==> src/rtl/instr_fetch_pkg.sv <==
// Shared fetch-unit definitions: FSM state encodings, fault codes and
// the width of the WAIT-state timeout counter.
package instr_fetch_pkg;

    typedef enum logic [2:0] {
        ST_REQ  = 3'd0,
        ST_WAIT = 3'd1,
        ST_HOLD = 3'd2,
        ST_ADV  = 3'd3,
        ST_HALT = 3'd4
    } fetch_state_e;

    localparam logic [1:0] FAULT_NONE     = 2'b00;
    localparam logic [1:0] FAULT_MISALIGN = 2'b01;
    localparam logic [1:0] FAULT_TIMEOUT  = 2'b10;

    localparam int TIMEOUT_W = 8;

    // Instruction words are 32-bit aligned; any low address bit set is a fault.
    function automatic logic is_misaligned(input logic [1:0] addr_lo);
        return addr_lo != 2'b00;
    endfunction

endpackage

==> src/rtl/instr_fetch_if.sv <==
// Fetch unit connection bundle: PC link, instruction memory port,
// decoder handshake and fault reporting.
interface instr_fetch_if;

    logic [31:0] pc;
    logic        pc_adv;
    logic        mem_req;
    logic [31:0] mem_addr;
    logic        mem_gnt;
    logic        mem_rvalid;
    logic [31:0] mem_rdata;
    logic        flush;
    logic        instr_valid;
    logic [31:0] instr;
    logic [31:0] instr_pc;
    logic        instr_ready;
    logic        fault;
    logic [1:0]  fault_cause;

    // Fetch unit side
    modport master (
        input  pc, mem_gnt, mem_rvalid, mem_rdata, flush, instr_ready,
        output pc_adv, mem_req, mem_addr, instr_valid, instr, instr_pc,
               fault, fault_cause
    );

    // Environment side: program counter, memory and decoder
    modport slave (
        output pc, mem_gnt, mem_rvalid, mem_rdata, flush, instr_ready,
        input  pc_adv, mem_req, mem_addr, instr_valid, instr, instr_pc,
               fault, fault_cause
    );

endinterface

==> src/rtl/instr_fetch_timeout.sv <==
// WAIT-state watchdog: 8-bit counter with clear/enable and a compare
// output that goes high once the count equals TIMEOUT.
module fetch_timeout
    import instr_fetch_pkg::*;
#(
    parameter int TIMEOUT = 255
) (
    input  logic clk,
    input  logic rst,
    input  logic clr,
    input  logic en,
    output logic hit
);

    localparam logic [TIMEOUT_W-1:0] LIMIT = TIMEOUT_W'(TIMEOUT);

    logic [TIMEOUT_W-1:0] count_q;
    logic [TIMEOUT_W-1:0] count_d;

    // Next count: clear has priority; saturate so the counter never wraps.
    always_comb begin
        count_d = count_q;
        if (clr) begin
            count_d = '0;
        end else if (en && (count_q != {TIMEOUT_W{1'b1}})) begin
            count_d = count_q + 1'b1;
        end
    end

    // Counter register.
    always_ff @(posedge clk) begin
        if (rst) begin
            count_q <= '0;
        end else begin
            count_q <= count_d;
        end
    end

    assign hit = (count_q == LIMIT);

endmodule

==> src/rtl/instr_fetch.sv <==
// Instruction fetch unit: requests the word at the current PC, holds it
// for the decoder until accepted, then pulses the PC advance.
module instr_fetch
    import instr_fetch_pkg::*;
#(
    parameter int TIMEOUT = 255
) (
    input  logic          clk,
    input  logic          rst,
    instr_fetch_if.master bus
);

    fetch_state_e state_q, state_d;
    logic         req_fresh_q, req_fresh_d;   // first REQ cycle: address comes straight from pc
    logic [31:0]  addr_q, addr_d;
    logic         discard_q, discard_d;       // flush seen in WAIT, drop the next response
    logic [31:0]  instr_q, instr_d;
    logic [31:0]  instr_pc_q, instr_pc_d;
    logic         fault_q, fault_d;
    logic [1:0]   cause_q, cause_d;

    logic         tmo_clr;
    logic         tmo_en;
    logic         tmo_hit;
    logic [31:0]  req_addr;
    logic         mem_req_c;
    logic         instr_valid_c;
    logic         pc_adv_c;

    fetch_timeout #(
        .TIMEOUT (TIMEOUT)
    ) u_timeout (
        .clk (clk),
        .rst (rst),
        .clr (tmo_clr),
        .en  (tmo_en),
        .hit (tmo_hit)
    );

    // Next-state and handshake outputs; fault beats flush beats handshakes.
    always_comb begin
        state_d       = state_q;
        req_fresh_d   = req_fresh_q;
        addr_d        = addr_q;
        discard_d     = discard_q;
        instr_d       = instr_q;
        instr_pc_d    = instr_pc_q;
        fault_d       = fault_q;
        cause_d       = cause_q;
        tmo_clr       = 1'b0;
        tmo_en        = 1'b0;
        mem_req_c     = 1'b0;
        instr_valid_c = 1'b0;
        pc_adv_c      = 1'b0;
        // The PC only settles the cycle REQ is entered, so that cycle
        // forwards pc directly and later cycles use the latched copy.
        req_addr      = req_fresh_q ? bus.pc : addr_q;

        case (state_q)
            ST_REQ: begin
                addr_d      = req_addr;
                req_fresh_d = 1'b0;
                if (is_misaligned(req_addr[1:0])) begin
                    fault_d = 1'b1;
                    cause_d = FAULT_MISALIGN;
                    state_d = ST_HALT;
                end else if (bus.flush) begin
                    req_fresh_d = 1'b1;
                end else begin
                    mem_req_c = 1'b1;
                    if (bus.mem_gnt) begin
                        state_d   = ST_WAIT;
                        tmo_clr   = 1'b1;
                        discard_d = 1'b0;
                    end
                end
            end
            ST_WAIT: begin
                tmo_en = 1'b1;
                if (tmo_hit) begin
                    fault_d = 1'b1;
                    cause_d = FAULT_TIMEOUT;
                    state_d = ST_HALT;
                end else if (bus.mem_rvalid) begin
                    if (discard_q || bus.flush) begin
                        state_d     = ST_REQ;
                        req_fresh_d = 1'b1;
                        discard_d   = 1'b0;
                    end else begin
                        instr_d    = bus.mem_rdata;
                        instr_pc_d = addr_q;
                        state_d    = ST_HOLD;
                    end
                end else if (bus.flush) begin
                    discard_d = 1'b1;
                end
            end
            ST_HOLD: begin
                instr_valid_c = !bus.flush;
                if (bus.flush) begin
                    state_d     = ST_REQ;
                    req_fresh_d = 1'b1;
                end else if (bus.instr_ready) begin
                    state_d = ST_ADV;
                end
            end
            ST_ADV: begin
                pc_adv_c    = 1'b1;
                state_d     = ST_REQ;
                req_fresh_d = 1'b1;
            end
            ST_HALT: begin
                state_d = ST_HALT;
            end
            default: begin
                state_d     = ST_REQ;
                req_fresh_d = 1'b1;
            end
        endcase
    end

    // State and datapath registers.
    always_ff @(posedge clk) begin
        if (rst) begin
            state_q     <= ST_REQ;
            req_fresh_q <= 1'b1;
            addr_q      <= '0;
            discard_q   <= 1'b0;
            instr_q     <= '0;
            instr_pc_q  <= '0;
            fault_q     <= 1'b0;
            cause_q     <= FAULT_NONE;
        end else begin
            state_q     <= state_d;
            req_fresh_q <= req_fresh_d;
            addr_q      <= addr_d;
            discard_q   <= discard_d;
            instr_q     <= instr_d;
            instr_pc_q  <= instr_pc_d;
            fault_q     <= fault_d;
            cause_q     <= cause_d;
        end
    end

    // Handshakes are held low while reset is applied.
    assign bus.mem_req     = mem_req_c && !rst;
    assign bus.mem_addr    = ((state_q == ST_REQ) && !rst) ? req_addr : addr_q;
    assign bus.instr_valid = instr_valid_c && !rst;
    assign bus.pc_adv      = pc_adv_c && !rst;
    assign bus.instr       = instr_q;
    assign bus.instr_pc    = instr_pc_q;
    assign bus.fault       = fault_q;
    assign bus.fault_cause = cause_q;

endmodule

==> src/flat_wrapper.sv <==
// flat-port wrapper written by rule: the top's interface ports become plain ports
module instr_fetch_flat import instr_fetch_pkg::*;
#(
    parameter int TIMEOUT = 255
)
  (clk, rst, bus_pc, bus_mem_gnt, bus_mem_rvalid, bus_mem_rdata, bus_flush, bus_instr_ready, bus_pc_adv, bus_mem_req, bus_mem_addr, bus_instr_valid, bus_instr, bus_instr_pc, bus_fault, bus_fault_cause);
  instr_fetch_if bus_i ();
  input  logic clk;
  input  logic rst;
  input wire logic [$bits(bus_i.pc)-1:0] bus_pc;
  input wire logic [$bits(bus_i.mem_gnt)-1:0] bus_mem_gnt;
  input wire logic [$bits(bus_i.mem_rvalid)-1:0] bus_mem_rvalid;
  input wire logic [$bits(bus_i.mem_rdata)-1:0] bus_mem_rdata;
  input wire logic [$bits(bus_i.flush)-1:0] bus_flush;
  input wire logic [$bits(bus_i.instr_ready)-1:0] bus_instr_ready;
  output wire logic [$bits(bus_i.pc_adv)-1:0] bus_pc_adv;
  output wire logic [$bits(bus_i.mem_req)-1:0] bus_mem_req;
  output wire logic [$bits(bus_i.mem_addr)-1:0] bus_mem_addr;
  output wire logic [$bits(bus_i.instr_valid)-1:0] bus_instr_valid;
  output wire logic [$bits(bus_i.instr)-1:0] bus_instr;
  output wire logic [$bits(bus_i.instr_pc)-1:0] bus_instr_pc;
  output wire logic [$bits(bus_i.fault)-1:0] bus_fault;
  output wire logic [$bits(bus_i.fault_cause)-1:0] bus_fault_cause;
  assign bus_i.pc = bus_pc;
  assign bus_i.mem_gnt = bus_mem_gnt;
  assign bus_i.mem_rvalid = bus_mem_rvalid;
  assign bus_i.mem_rdata = bus_mem_rdata;
  assign bus_i.flush = bus_flush;
  assign bus_i.instr_ready = bus_instr_ready;
  assign bus_pc_adv = bus_i.pc_adv;
  assign bus_mem_req = bus_i.mem_req;
  assign bus_mem_addr = bus_i.mem_addr;
  assign bus_instr_valid = bus_i.instr_valid;
  assign bus_instr = bus_i.instr;
  assign bus_instr_pc = bus_i.instr_pc;
  assign bus_fault = bus_i.fault;
  assign bus_fault_cause = bus_i.fault_cause;
  instr_fetch #(.TIMEOUT(TIMEOUT)) u_core (.clk(clk), .rst(rst), .bus(bus_i));
endmodule
==> config.mk <==
export PLATFORM = sky130hd
export DESIGN_NAME = instr_fetch_flat
export DESIGN_NICKNAME = d
export VERILOG_FILES = /design/src/rtl/instr_fetch_pkg.sv /design/src/rtl/instr_fetch_if.sv /design/src/rtl/instr_fetch_timeout.sv /design/src/rtl/instr_fetch.sv /design/src/flat_wrapper.sv
export SDC_FILE = /design/constraint.sdc
export NUM_CORES = 1
export LEC_CHECK = 0
export CAP_MARGIN = 10
export CORE_ASPECT_RATIO = 1.4
export CORE_MARGIN = 8
export CORE_UTILIZATION = 49
export CTS_BUF_LIST = sky130_fd_sc_hd__clkbuf_4
export DETAILED_ROUTE_END_ITERATION = 10
export GPL_ROUTABILITY_DRIVEN = 0
export PLACE_DENSITY = 0.95
export RECOVER_POWER = 50
export SYNTH_ARGS = -nofsm -noshare
export SYNTH_HDL_FRONTEND = slang
export SYNTH_SLANG_ARGS = --single-unit
==> constraint.sdc <==
create_clock -name clk -period 3.2 [get_ports clk]
set_input_delay 0.32 -clock clk [delete_from_list [all_inputs] [get_ports clk]]
set_output_delay 0.32 -clock clk [all_outputs]
set_load 0.1 [all_outputs]
==> results of run 1 <==
-- routing by layer --
layer	up-vias	GRT usage, %
met5	-	0
met4	0	11.3
met3	36	7.32
met2	190	40.3
met1	2115	21.1
li1	2177	-
-- state kept, by name, indices dropped and copies added, names as in the netlist --
name and cells:
u_core.bus.fault 1, u_core.req_fresh_q 1, u_core.bus.fault_cause 2, u_core.addr_q 32, u_core.bus.instr 32, u_core.state_q 3
u_core.u_timeout.count_q 8, u_core.discard_q 1, u_core.bus.instr_pc 32
-- path summary, 6_finish.rpt --
| kind | slack [ps] | depth (start not counted) | start | end |
|---|---|---|---|---|
| setup reg to reg | 320 | 5 | u_core.state_q[0] | u_core.bus.instr_pc[4] |
| setup / recovery | 270 | 6 | u_core.state_q[0] | bus_mem_addr[14] |
| hold reg to reg | 460 | 2 | u_core.bus.instr[16] | u_core.bus.instr[16] |
| hold / removal | 400 | 3 | bus_mem_rdata[14] | u_core.bus.instr[14] |
-- per-stage QoR --
step	util (%)	hold WS (ps)	power, W	setup slack, ps
final	72.8	395	0.00611	267
after detailed placement	71.8	446	0.00552	767
after global placement	71.8	441	0.00546	863
after CTS	73.1	355	0.00616	208
after floorplan	-	441	0.00424	611
after global routing	72.8	356	0.00633	126
-- kinds of logic (layout without fill, tap and decap cells) --
family / after synthesis / after routing / share of synthesized area [%]
other: 0 / 1 / 0
AOI/OAI and AO/OA: 122 / 122 / 15.1
and+or+nand+nor: 242 / 242 / 21.9
DFF: 112 / 112 / 48.9
muxes: 36 / 36 / 8.76
buffers and inverters: 39 / 196 / 3.93
xor gates and xnor gates: 5 / 5 / 0.955
adders and majority gates: 2 / 2 / 0.491
-- synth_stat cells (all sizes together) --
library cell,instances
mux2,33
o31a,1
nand2b,1
and2,1
dfxtp,112
a211oi,3
xor2,2
nand4b,1
and2b,2
clkbuf,31
a311o,1
o2111a,1
nor4,1
o21bai,1
a2bb2oi,1
nor3b,3
or3b,2
nor2b,1
nand3,3
nor2,15
maj3,1
nand4,1
and3,1
a211o,1
a21boi,1
and4,1
o21ai,4
o41ai,2
xnor2,3
o2111ai,1
ha,1
a2111oi,1
a21oi,101
or2b,2
nand2,196
o211ai,2
nor3,9
mux2i,3
o221ai,1
buf,8
or3,2
-- area by class of cell --
| cell class | instances | area [um2] | area share [%] |
|---|---|---|---|
| multi-input cells | 407 | 2180 | 32.1 |
| well taps | 110 | 138 | 2.03 |
| diodes | 1 | 2.50 | 0.0370 |
| flip-flops and latches | 112 | 2240 | 33.1 |
| repair buffers | 180 | 2090 | 30.9 |
| clock inverters | 6 | 45.0 | 0.665 |
| clock buffers | 10 | 75.1 | 1.11 |
-- power by group through the flow --
stage               Clock [W]  Combinational [W]  Sequential [W]
floorplan                   0            0.00226         0.00198
global placement            0            0.00370         0.00175
detailed placement          0            0.00375         0.00177
CTS                  0.000647            0.00377         0.00174
global route         0.000704            0.00386         0.00176
finish               0.000633            0.00374         0.00174
-- worst reg2reg max path, delay by kind of cell, from the launching register on --
| family | cells | cell delay, ps |
|---|---|---|
| buffers and inverters | 1 | 530 |
| DFF | 1 | 550 |
| and+or+nand+nor | 2 | 940 |
| AOI/OAI and AO/OA | 2 | 730 |
-- placed cells by master (no fill, tap or decap), drive strengths merged, types with 2 or more instances in the layout --
cell type	n
a211oi	3
a21oi	101
and2b	2
buf	42
clkbuf	13
clkdlybuf4s50	102
clkinv	4
dfxtp	112
dlygate4sd3	33
mux2	33
mux2i	3
nand2	196
nand3	3
nor2	15
nor3	9
nor3b	3
o211ai	2
o21ai	4
o41ai	2
or2b	2
or3	2
or3b	2
xnor2	3
xor2	2
==> metrics list, run 1 <==
* Inst Count DP: 809
- Cells with a size suffix above 1 make up between 10 and 15% of the layout.
- After detailed routing, the number of remaining DRC violations is 0.
- After detailed routing, the number of vias per cell comes to 5.47.
- Summed over all failing endpoints, the final setup total negative slack is 0 ps.
- Synth warnings: 0
* IO Pins: around 170
- I/O Buffers: around 170
- Clock tree from TritonCTS: yes
* Sw Ratio: 50.8%
- PostCTS Resize Cnt: 0
- CTS max path bufs: 2
- Counting stages on the worst path, the most repeated cell is buf_12.
* Combinational cell fraction of total power: 61.1%
- The biggest area contributor in the post-synthesis netlist is dfxtp_1.
* Detailed-router iteration count before antenna repair: 8
* Synth top area cells: dfxtp_1 (49%), nand2_1 (16%), a21oi_1 (11%)
- The number of nets in the synthesized netlist is 629.
- The worst path uses about nine tenths of the clock period.
- Slew margin rel.: -5.63%
- The first global-routing pass estimated roughly 23 mm of wire.
* Req. time, crit path: 2880 ps
- The count of final max-slew check failures came to 33.
* Source-to-sink clock delay at the later pin of the worst-skew pair: roughly 450 ps
- At the pin with the least slew margin, the transition time is 1580 ps.
- In this run, the clock network consumes 10.4% of the power.
- Worst-path cell chain: nor3_2, nand2_1, nor2_4, buf_12, mux2_2, buf_12
* TritonCTS buffer count: 9
- CP startpoint kind: flip-flop
* Unrepaired setup endpoints after global routing: no
- Together, buffers and inverters on the worst path number 2.
- Max-cap violations in this run came to 1.
- Placed Area: 6680 um2
- Data on the critical path arrives at its endpoint at 2610 ps.
- Worst setup path category: reg -> out
- X dimension of the die: a little under 100 um
- Mapped Avg Cell Area: between 8 and 9 um2
- Post-layout min period: slightly below 3000 ps
- Root Buffer Master: clkbuf_4
* Top metal layer carrying routed signals: met4
- Summing every instance area after synthesis gives 4590 um2.
- Fraction of power consumed by sequential logic: 28.5%
* Per-cell routed wire length: ~17 um
* Global routing usage summed across all routing layers: 21.7%
- The synthesized design contains 112 register bits.
- The checks that failed: capacitance limit, slew limit.
- Total of hold buffers inserted after clock tree synthesis: 0
* Critical Path End Type: primary output
* Worst Skew: 12.3 ps
- Detailed placement ended at an HPWL of 10.8 mm.
- The routed design has between 10 and 15 mm of wire.
* Largest stage delay, worst path: 460 ps
- For this design, the slowest cell found on the critical path is nor3_2.
- The finished layout holds 826 standard cells, fillers aside.
- After routing the design area is 6770 um2.
* Pleak: 2.51 nW
* Path category of the worst min-delay check: in -> reg
* Internal power of the cells: 0.00300 W
- Number of distinct standard cells referenced by the synthesized netlist: 50
- Detailed routing placed a total of between 7 and 8 mm of wire on met2.
* Global route overflow: 0
* DRT met1 WL: 5.08 mm
- Initial antenna violation count: 1
* DR vias: 4,518
- Row count: 42
* Layout area overhead: 47.6%
* Setup-violating endpoint count in the final report: 0
* Setup repair bufs after CTS: 0
- IR analysis of the VDD net gives a maximum drop of 0.000832 V.
- Starting DRT DRC Count: ~230
- In the synthesized netlist, the number of instances is 558.
- DIE AREA: between 10,000 and 15,000 um2
- Sequential share of the synthesized area: 48.9%
- Clock-pin slew was measured on the worst setup and hold paths at 160 ps.
- Once the floorplan was initialized, standard cells occupied 49.3% of the core.
- Detail Route Antenna Nets: 0
* Portion of synthesized cell area occupied by the leading cell type: ~49%
* Total number of H-tree levels: 3
- CTS saw 112 sinks.
- DR WL met3: 1.11 mm
- Number of nets in the layout: 781
- Of all nets on the critical path, the largest fanout is 27.
* Power spent charging and discharging nets: 0.00311 W
* Die Y-Extent: 130 um
- Entering global routing, the biggest net connects 59 pins.
* Core area: 9300 um2
* Result of the run: complete, but fails checks
* Vias in the first global route: 4,600
- Timing would allow up to 341 MHz.
- Counting the fill cells in the layout gives 640.
- The final hold violation count is 0.
- Crit path max-delay family: simple AND/OR/NAND/NOR gates
- In this run the power density over the cells is 903 nW/um2.
(Power assumes the default switching activity.)
==> run 2: changes to the inputs <==
--- a/config.mk
+++ b/config.mk
@@ -8,11 +8,11 @@
 export CAP_MARGIN = 10
 export CORE_ASPECT_RATIO = 1.4
 export CORE_MARGIN = 8
-export CORE_UTILIZATION = 49
+export CORE_UTILIZATION = 44
 export CTS_BUF_LIST = sky130_fd_sc_hd__clkbuf_4
 export DETAILED_ROUTE_END_ITERATION = 10
 export GPL_ROUTABILITY_DRIVEN = 0
-export PLACE_DENSITY = 0.95
+export PLACE_DENSITY = 0.92
 export RECOVER_POWER = 50
 export SYNTH_ARGS = -nofsm -noshare
 export SYNTH_HDL_FRONTEND = slang
==> metrics list, run 2 (synthesized netlist as in run 1, its figures left out) <==
* Via-per-instance ratio: 5.23
* Critical Path End Type: primary output
- Based on the critical path, the design can be clocked at up to ~340 MHz.
- The setup check on the worst reg-to-reg path leaves a slack of 460 ps.
- Of all nets on the critical path, the largest fanout is 20.
- The final layout contains routed wiring with a total length of 14.2 mm.
- The number of clock buffers added by TritonCTS is 9.
- The net count of the finished layout is ~800.
- In this run the remaining antenna-violating nets after routing total 0.
- Most frequent standard cell in the layout excluding fill and tap cells: nand2_1
* Setup total negative slack: 0 ps
* Worst hold stages: 2
- CP startpoint kind: flip-flop
* Unrepaired setup endpoints after global routing: no
- The design draws 0.00609 W.
- The longest clock path from root to sink contains 2 buffers.
* Post-layout min period: 2960 ps
- Path depth of the worst reg2reg path: 5
- Global routing usage summed across all routing layers: 20.3%
- DR vias: around 4,500
- DIE AREA: about 14,000 um2
* DP HPWL: 10.7 mm
- Source of the worst hold timing path: rst
* Maximum number of pins on one net before global-route repair: 82
* Fin. max-slew vios: 0
- Max Cap Violations: 0
* I/O Buffers: 171
- The tree is rooted in a clkbuf_4.
* Placed Area: 6700 um2
- Per-cell routed wire length: between 15 and 20 um
* Hold EP: u_core.state_q[2]
- The floorplan has 44 rows.
- Setup repair bufs after CTS: 0
- Reg-to-reg critical path endpoint: u_core.bus.instr_pc[27]
* Result of the run: complete, no violations
- The initial antenna violation count was 1.
* PD cells: 896 nW/um2
* Core area: 10,200 um2
* DRC Markers: 0
- In the layout the commonest cells are nand2_1 (196), dfxtp_1 (112), a21oi_1 (101).
* Launch point of the worst reg-to-reg path: u_core.state_q[0]
* Share of layout cells above drive strength 1: 13.9%
- OpenSTA, run right after detailed placement, puts the worst setup slack at 692 ps.
- 172 I/O pins were placed.
- The tightest min-delay check is of the in -> reg type.
- Measured along the y axis, the die boundary spans 137 um.
* Clock tree from TritonCTS: yes
- Worst setup path category: reg -> out
* PostCTS Resize Cnt: 0
* Slew margin rel.: 20.8%
* Detailed-router iteration count before antenna repair: 5
- Between clock sinks in the finished design, the worst skew comes to 19.0 ps.
* Post-CTS clock slew at the launch and capture registers of the worst setup and hold paths: 150 ps
* Starting DRT DRC Count: 222
- In this run the horizontal extent of the chip is 102 um.
- Data on the critical path arrives at its endpoint at approximately 2600 ps.
* Peak ir drop on the vdd network: 0.000760 V
* Final hold viol count: 0
* Layout fillers: about 800
- Post-layout worst setup margin: 238 ps
- Setup violations remaining at the end of the flow were counted as 0.
- Data on the critical path is required at its endpoint by approximately 2900 ps.
* Layout area overhead: 48.3%
* Source-to-sink clock delay at the later pin of the worst-skew pair: 470 ps
- The clock drives 112 sinks.
* Period utilisation layout: between 90 and 100%
* Global-route wire length before repair: 22.4 mm
* Final design area excluding fillers: 6800 um2
- For this design the static power due to leakage is roughly 2.5 nW.
- For the pin with the worst max-slew slack, the measured transition is about 1200 ps.
- Total of hold buffers inserted after clock tree synthesis: 0
* Total number of H-tree levels: 3
- Starting density of the core: 44.8%
- Global route overflow: 0
- The number of global-route vias before repair came to 4,491.
[run 2: routing by layer]
layer  share of wire, %  vias up  wire length (um)  global-route usage, %
li1                   -     2165                 -                      -
met1                 37     2081              5250                   20.6
met2                 53      174              7460                   36.8
met3                6.1       39               869                   4.38
met4                4.4        0               619                   12.4
met5                  0        -                 0                      0
[run 2: final cells by class]
class / instances / area [um2] / share of cell area (%)
multi-input combinational: 407 / 2190 / 32.2
antenna: 1 / 2.50 / 0.0368
sequential: 112 / 2240 / 33.0
tap: 138 / 173 / 2.54
clock buffer: 9 / 67.6 / 0.994
timing repair buffer: 178 / 2070 / 30.5
clock inverter: 7 / 55.1 / 0.810
[run 2: how the worst max path moves through the flow]
stage               cells past startpoint                       to  slack (ps)              start
floorplan                               5          bus_instr_valid         610  u_core.state_q[2]
CTS                                     6         bus_mem_addr[18]         210  u_core.state_q[0]
global route                            6         bus_mem_addr[18]          30  u_core.state_q[0]
global placement                        6  u_core.bus.instr_pc[26]         740          bus_flush
finish                                  6         bus_mem_addr[18]         240  u_core.state_q[0]
detailed placement                      6  u_core.bus.instr_pc[27]         690          bus_flush
[run 2: metrics by stage]
stage	instances	hold WS, ps	util, %
final	852	236	66.4
after CTS	851	205	66.6
after global placement	835	440	65.4
after detailed placement	835	446	65.4
after floorplan	558	441	-
after global routing	852	223	66.4
[run 2: worst max-delay path, cell delays in order, from the launching register on]
cell     delay, ps
dfxtp_1        440
nor3_2         400
nand2_1        180
nor2_4         360
buf_12         230
mux2_2         390
buf_12         170
[run 2: power breakdown]
group	switching [W]	leakage (nW)	total, W	internal, W
combinational	0.00247	1.55	0.00371	0.00124
clock	0.000473	0.0629	0.000640	0.000167
sequential	0.000160	0.910	0.00174	0.00158
